### src/rtl/button_input.sv
// ---------------------------------------------------------------------------
// button_input
//   Debounces a bouncy active-low push-button and turns it into a clean
//   level plus single-cycle event strobes and a 6-bit press counter.
//
//   Parameters
//     DEBOUNCE_CYCLES   : stable-sample count needed to accept a level change
//     LONG_PRESS_CYCLES : held-cycle count after which a long press is flagged
//
//   Ports
//     clk50         in   sole clock, rising edge
//     rst           in   synchronous, active-high reset
//     btn_n         in   raw button pin, active-low, asynchronous, bouncy
//     pressed       out  debounced level, 1 = held
//     press_pulse   out  one-cycle strobe on an accepted press
//     release_pulse out  one-cycle strobe on an accepted release
//     long_pulse    out  one-cycle strobe when a hold reaches LONG_PRESS_CYCLES
//     press_count   out  accepted-press counter, wraps 63 -> 0
//
//   Handshake / timing: there is no valid/ready traffic here. Every output is
//   a register. An accepted transition is decided on one edge (an internal
//   *_evt flag is set) and becomes visible on the outputs on the following
//   edge, so the pulses and the pressed level change together.
// ---------------------------------------------------------------------------
module button_input #(
  parameter int unsigned DEBOUNCE_CYCLES   = 1000000,
  parameter int unsigned LONG_PRESS_CYCLES = 50000000
) (
  input  logic       clk50,
  input  logic       rst,
  input  logic       btn_n,
  output logic       pressed,
  output logic       press_pulse,
  output logic       release_pulse,
  output logic       long_pulse,
  output logic [5:0] press_count
);

  localparam logic [31:0] DEB_LAST  = 32'(DEBOUNCE_CYCLES - 32'd1);
  localparam logic [31:0] LONG_LAST = 32'(LONG_PRESS_CYCLES - 32'd1);

  typedef enum logic [2:0] {
    IDLE        = 3'd0,
    DEB_PRESS   = 3'd1,
    HELD        = 3'd2,
    LONG_HELD   = 3'd3,
    DEB_RELEASE = 3'd4
  } state_t;

  state_t      state;
  logic        sync1;
  logic        sync2;
  logic        btn_s;
  logic [31:0] deb_timer;
  logic [31:0] hold_timer;
  logic        long_done;
  logic        press_evt;
  logic        release_evt;
  logic        long_evt;

  // Synchronised, active-high view of the button; the only consumer of btn_n
  // is the first synchroniser flop.
  assign btn_s = ~sync2;

  always_ff @(posedge clk50) begin
    if (rst) begin
      sync1         <= 1'b1;
      sync2         <= 1'b1;
      state         <= IDLE;
      deb_timer     <= '0;
      hold_timer    <= '0;
      long_done     <= 1'b0;
      press_evt     <= 1'b0;
      release_evt   <= 1'b0;
      long_evt      <= 1'b0;
      pressed       <= 1'b0;
      press_pulse   <= 1'b0;
      release_pulse <= 1'b0;
      long_pulse    <= 1'b0;
      press_count   <= '0;
    end else begin
      sync1 <= btn_n;
      sync2 <= sync1;

      // Output stage: reflect the decision made on the previous edge.
      press_pulse   <= press_evt;
      release_pulse <= release_evt;
      long_pulse    <= long_evt;
      if (press_evt) begin
        press_count <= press_count + 6'd1;
      end
      // DEB_RELEASE still counts as held: a release is only real once it
      // has survived the debounce window.
      pressed <= (state == HELD) || (state == LONG_HELD) ||
                 (state == DEB_RELEASE);

      press_evt   <= 1'b0;
      release_evt <= 1'b0;
      long_evt    <= 1'b0;

      case (state)
        IDLE: begin
          if (btn_s) begin
            state     <= DEB_PRESS;
            deb_timer <= '0;
          end
        end

        DEB_PRESS: begin
          if (!btn_s) begin
            state <= IDLE;
          end else if (deb_timer == DEB_LAST) begin
            state      <= HELD;
            hold_timer <= '0;
            press_evt  <= 1'b1;
          end else begin
            deb_timer <= deb_timer + 32'd1;
          end
        end

        HELD: begin
          // Release is tested first so a release arriving on the same cycle
          // the hold count completes suppresses the long-press strobe.
          if (!btn_s) begin
            state     <= DEB_RELEASE;
            deb_timer <= '0;
          end else if (hold_timer == LONG_LAST) begin
            state     <= LONG_HELD;
            long_evt  <= 1'b1;
            long_done <= 1'b1;
          end else begin
            hold_timer <= hold_timer + 32'd1;
          end
        end

        LONG_HELD: begin
          if (!btn_s) begin
            state     <= DEB_RELEASE;
            deb_timer <= '0;
          end
        end

        DEB_RELEASE: begin
          // long_done remembers which held state a rejected release glitch
          // returns to, so a long press never fires twice.
          if (btn_s) begin
            state <= long_done ? LONG_HELD : HELD;
          end else if (deb_timer == DEB_LAST) begin
            state       <= IDLE;
            release_evt <= 1'b1;
            long_done   <= 1'b0;
          end else begin
            deb_timer <= deb_timer + 32'd1;
          end
        end

        default: begin
          state <= IDLE;
        end
      endcase
    end
  end

endmodule
### config.mk
export PLATFORM = sky130hd
export DESIGN_NAME = button_input
export DESIGN_NICKNAME = d
export VERILOG_FILES = /design/src/rtl/button_input.sv
export SDC_FILE = /design/constraint.sdc
export NUM_CORES = 1
export LEC_CHECK = 0
export BUFFER_PORTS_ARGS = -buffer_cell sky130_fd_sc_hd__buf_2
export CELL_PAD_IN_SITES_DETAIL_PLACEMENT = 1
export CELL_PAD_IN_SITES_GLOBAL_PLACEMENT = 1
export CORE_UTILIZATION = 26
export DETAILED_ROUTE_END_ITERATION = 16
export PLACE_DENSITY = 0.55
export SETUP_SLACK_MARGIN = 0.5
export SLEW_MARGIN = 15
export SYNTH_ARGS = -nofsm -noshare
export SYNTH_HDL_FRONTEND = slang
export SYNTH_SLANG_ARGS = --single-unit
export TNS_END_PERCENT = 10
### constraint.sdc
create_clock -name clk50 -period 2.3 [get_ports clk50]
set_input_delay 0.69 -clock clk50 [delete_from_list [all_inputs] [get_ports clk50]]
set_output_delay 0.69 -clock clk50 [all_outputs]
set_load 0.01 [all_outputs]
* After elaboration in Yosys (flattened, before gate mapping)
Index checks and enable logic that the tools add are counted.
** Cells by class
- Muxes and demuxes :: 28
- Reduce and logical (&&, ||, !) cells :: 14
- Equality and inequality tests :: 19
- $add $sub $neg :: 3
- Bitwise operators :: 4
** Operators with widths (count)
- 2-to-1 mux 32 bit :: 9
- one-hot mux 32 bit (4 select lines) :: 1
- adder 32 x 1 -> 32 bit (second input constant) :: 2
- one-hot mux 32 bit (2 select lines) :: 1
- equality test 32 x 20 -> 1 bit (second input constant) :: 1
- equality test 32 x 26 -> 1 bit (second input constant) :: 1
- 2-to-1 mux 3 bit :: 8
- AND reduction 5 bit :: 4
- one-hot mux 3 bit (5 select lines) :: 1
- != test 2 bit (second input constant) :: 7
- OR reduction 3 bit :: 3
- 2-to-1 mux 1 bit :: 7
- adder 6 x 1 -> 6 bit (second input constant) :: 1
- equality test 3 x 2 -> 1 bit (second input constant) :: 2
- != test 2 x 1 -> 1 bit (second input constant) :: 3
- != test 3 x 2 -> 1 bit (second input constant) :: 2
- inverter 1 bit :: 4
- nonzero test 2 bit :: 2
- nonzero test 4 bit :: 1
- equality test 3 x 1 -> 1 bit (second input constant) :: 1
- equality test 3 bit (second input constant) :: 1
- logical NOT 3 bit :: 1
- != test 3 bit (second input constant) :: 1
- logical OR 1 bit :: 2
- 2 further kinds :: 2
** Word-level totals
- Register bits after elaboration :: 83
- Output and inout bits :: 10
- Input bits :: 3

* Depth between registers and ports, before layout
- Word-level depth :: 4
- Mapped depth :: 10
- Gate-level depth less buffers :: 7

* Worst setup path after synthesis
No wires, ideal clock.
- Kind :: register to register
- From :: register deb_timer[0]
- To :: register hold_timer[22]
- Arrival :: 2.027 ns
- Buffers on the path :: 3
- Period minus slack after synthesis :: 2.155 ns
- Cell stages (with the launch flop) :: 11
- Setup slack :: 0.145 ns
- Library setup time :: 0.129 ns
- Cell sequence :: dfxtp_1 > ha_1 > and4_1 > nand4_1 > or3_1 > clkbuf_1 > o22a_1 > buf_6 > buf_8 > o211ai_1 > o41ai_1
** On the way
- Longest elaborated chain between the ends :: 3
** Ends and longest elaborated chain
- start: declaration :: RTL line 54 : logic [31:0] deb_timer;
- start signal: assignment :: RTL line 117 : deb_timer <= deb_timer + 32'd1;
- start signal: assignment :: RTL line 153 : deb_timer <= deb_timer + 32'd1;
- equality test 32 x 20 -> 1 bit :: RTL line 112 : end else if (deb_timer == DEB_LAST) begin
- != test 2 bit (no line)
- AND reduction 5 bit (no line)
- end signal: assignment :: RTL line 132 : hold_timer <= hold_timer + 32'd1;
- end: declaration :: RTL line 55 : logic [31:0] hold_timer;
Every way passes these cells.
A chain may end at the register's enable or synchronous reset.

* Worst setup path after layout
- From :: register hold_timer[0]
- To :: register hold_timer[25]
** On the way
- Longest elaborated chain between the ends :: 4
** Ends and longest elaborated chain
- adder 32 x 1 -> 32 bit :: RTL line 132
- 2-to-1 mux 32 bit :: RTL line 127 : end else if (hold_timer == LONG_LAST) begin
- 2-to-1 mux 32 bit :: RTL line 124 : if (!btn_s) begin
- one-hot mux 32 bit (2 select lines) :: RTL line 101 : case (state)
Parallel ways exist; a longest one is shown, timed or not. The select of a mux whose other input is x is not followed.

==> run metrics <==
status=finished, final reports clean; Tightest Hold Check Type=reg2reg; initial antenna violation count=0; pwr/cell area=542 nW/um^2; CP Launch Type=flip-flop; layout cells sized above 1=28.0%; post-synthesis cell type count=66; cell family with most CP delay=simple AND/OR/NAND/NOR gates; Root Driver=clkbuf_16; Die H=131 um; GR Overflow Total=0; r2r startpoint=hold_timer[0]; vias=4316; Avg WL per Cell=17.3 um; Max Slew Vio Count=0; Pre-antenna DRT Iters=4; Post-synth ARST share=0%; Synth Net Count=539; Finished Cell Area=5650 sq um; FF-to-FF End=hold_timer[25]; worst r2r path cells=6; fin worst setup slack=0.206 ns; YS warnings=0; sum of buffers and inverters on the critical path=0; Hold Vio Cnt, Final=0; post-synthesis sequential area ratio=38.4%; Max Fclk=0.478 GHz; RSZ-0062 raised after global routing=yes; Peak VDD IR=0.304 mV; Worst Max-Slew Pin Slew=0.494 ns; Total Die Area=17200 sq um; first-pass GRT wire length=22300 um; cell row count=46; CP endpoint=hold_timer[25]; maximum fanout along the worst path=5; clock skew=0.0117 ns; Cells after DPL=779; Worst Path Class, Setup=reg2reg; total core area=16100 sq um; main area contributors after synthesis=dfxtp_1 38%, nand2_1 4.7%, nand3_1 4.6%; Inserted Diodes=0; CP endpoint kind=flip-flop; number of flops mapped to enable cells by yosys=0; DRT iter0 DRCs=225; CTS tree=yes; Area Growth Syn to Fin=30.4%; Final Instance Count excl. Fillers=813; Synth Flop Type=dfxtp_1; Synth top area share=38.4%; Gate Count Post-Synth=533; Placed Area=4900 sq um; cell leakage power=1.89 nW; total power=3.06 mW; CP Cell Sequence=and4_4, nand2_4, or3_4, or4_4, or3_1, a31oi_1; # IOs=13; slowest stage delay, CP=0.52 ns; Setup crit start=hold_timer[0]; largest net degree at the start of global routing=35; vias in the first global route=4297; die width=131 um; Yosys top cell by area=dfxtp_1; I/O Buffers=12; CP Depth=6; R2R setup slack=0.21 ns; hold_sp=sync1; final net count=598; Inserted Clock Buffers=9; # hold bufs at CTS=0; crit path time final=2.09 ns; clock sinks=83; Via density=5.31; final setup fails=0; Initial Util=27.0%; Max-cap violations=0; dpl hpwl=9540 um; CTS H-tree depth=3; register bit total from synthesis=83; Final period util=91.0%; slew margin rel.=67.1%; worst hold slack=0.423 ns; Mapped Area=4330 sq um; remaining antenna violation count=0; GPL Wtd Cong=0.791; All-Layer GR Usage=16.9%; clock-pin slew on the worst setup and hold paths=0.07 ns; crit path max-delay cell type=or4_4; CTS Buffer Depth=2; Data arrival, critical path=2.38 ns; syn_area_per_cell=8.12 sq um; DRC viols=0; clk_lat worst skew=0.36 ns; DRT Wirelength=14000 um; Req. time, crit path=2.59 ns; setup slack at placement=-0.0455 ns
placed cells by master (no fill, tap or decap), types with 3 or more instances in the layout:
cell type and count:
nand2_1 54, o211ai_1 10, a21oi_1 31, o41ai_1 3, and4_1 4, buf_4 54
clkbuf_16 10, nand3b_1 4, or4_4 3, a31oi_1 15, and2_1 3, nand4_1 19
nor2_1 41, xnor2_1 7, and4_4 3, nor4_2 3, clkinv_4 3, or4_1 7
or3_4 5, o21ai_1 3, nor2b_1 3, o21ai_0 19, nor3_1 19, buf_6 5
or2_2 4, dfxtp_2 13, xor2_1 9, and3_1 15, buf_2 13, a211oi_1 5
nand3_1 37, inv_1 9, or3_1 18, nand2b_1 3, nor4_1 7, dfxtp_4 7
dfxtp_1 63
per-layer routing:
layer | track usage, % | wire (um) | vias to the layer above
met5 | 0 | 0 | -
met4 | 6.96 | 257 | 0
met3 | 2.64 | 294 | 16
met2 | 27.9 | 6750 | 45
met1 | 21.9 | 6740 | 2143
li1 | - | - | 2112
area by class of cell:
| cell class | instances | area (sq um) |
|---|---|---|
| inverters | 10 | 37.5 |
| well taps | 216 | 270 |
| repair buffers | 75 | 587 |
| clock inverters | 7 | 85.1 |
| fillers | 1881 | 10400 |
| multi-input cells | 413 | 2740 |
| clock buffers | 9 | 225 |
| flip-flops and latches | 83 | 1700 |
synth_stat cells (8+ instances only):
library cell  count
a31oi_1          16
dfxtp_1          83
xor2_1            9
nor3_1           20
a21oi_1          32
nor2_1           44
or4_1             9
nand4_1          19
or3_1            22
nand2_1          54
and3_1           15
nand3_1          40
o21ai_0          23
inv_1             9
clkbuf_1         13
nor4_1           10
o211ai_1         10
buf_2             8
cell families (layout without fill, tap and decap cells):
group,Yosys count,count (layout),share of synthesized area (%)
XOR/XNOR,16,16,3.24
AO/OA/AOI/OAI,116,116,17.7
buffers and inverters,37,101,4.22
adder cells (fa/ha/maj),3,3,0.867
AND/OR/NAND/NOR,276,276,35.2
flip-flops,83,83,38.4
multiplexers,2,2,0.462
where the power goes:
group	leakage, nW	internal, mW	switching (mW)	total, mW
Sequential	0.680	1.43	0.00509	1.44
Combinational	1.06	0.0276	0.0610	0.0886
Clock	0.153	0.863	0.674	1.54
worst min-delay path by stage:
| stage | endpoint | slack (ns) | depth (start not counted) |
|---|---|---|---|
| CTS | sync2 | 0.43 | 1 |
| detailed placement | sync2 | 0.41 | 1 |
| floorplan | sync2 | 0.39 | 1 |
| global route | sync2 | 0.45 | 1 |
| finish | sync2 | 0.42 | 1 |
| global placement | sync2 | 0.40 | 1 |
repair_timing:
item | CTS | global route
setup endpoints to repair | 68 | 69
buffers inserted | 7 | 8
gates resized for setup | 29 | 47
gates cloned | 1 | 2
pin swaps | 7 | 18
hold endpoints to repair | 0 | 0
per-stage QoR:
step / utilization, % / setup TNS [ns]
2_1_floorplan: - / 0
5_1_grt: 35.2 / 0
6_report: 35.2 / 0
3_5_place_dp: 30.5 / -0.289
3_3_place_gp: 30.5 / -0.130
4_1_cts: 33.5 / 0
flip-flops by register name (all words and copies together) (netlist names):
name           flops
press_evt          1
pressed            1
long_done          1
long_pulse         1
long_evt           1
hold_timer        32
release_evt        1
sync1              1
press_count        6
release_pulse      1
state              3
deb_timer         32
sync2              1
press_pulse        1
Note: power is estimated with default switching activity, not from simulation.
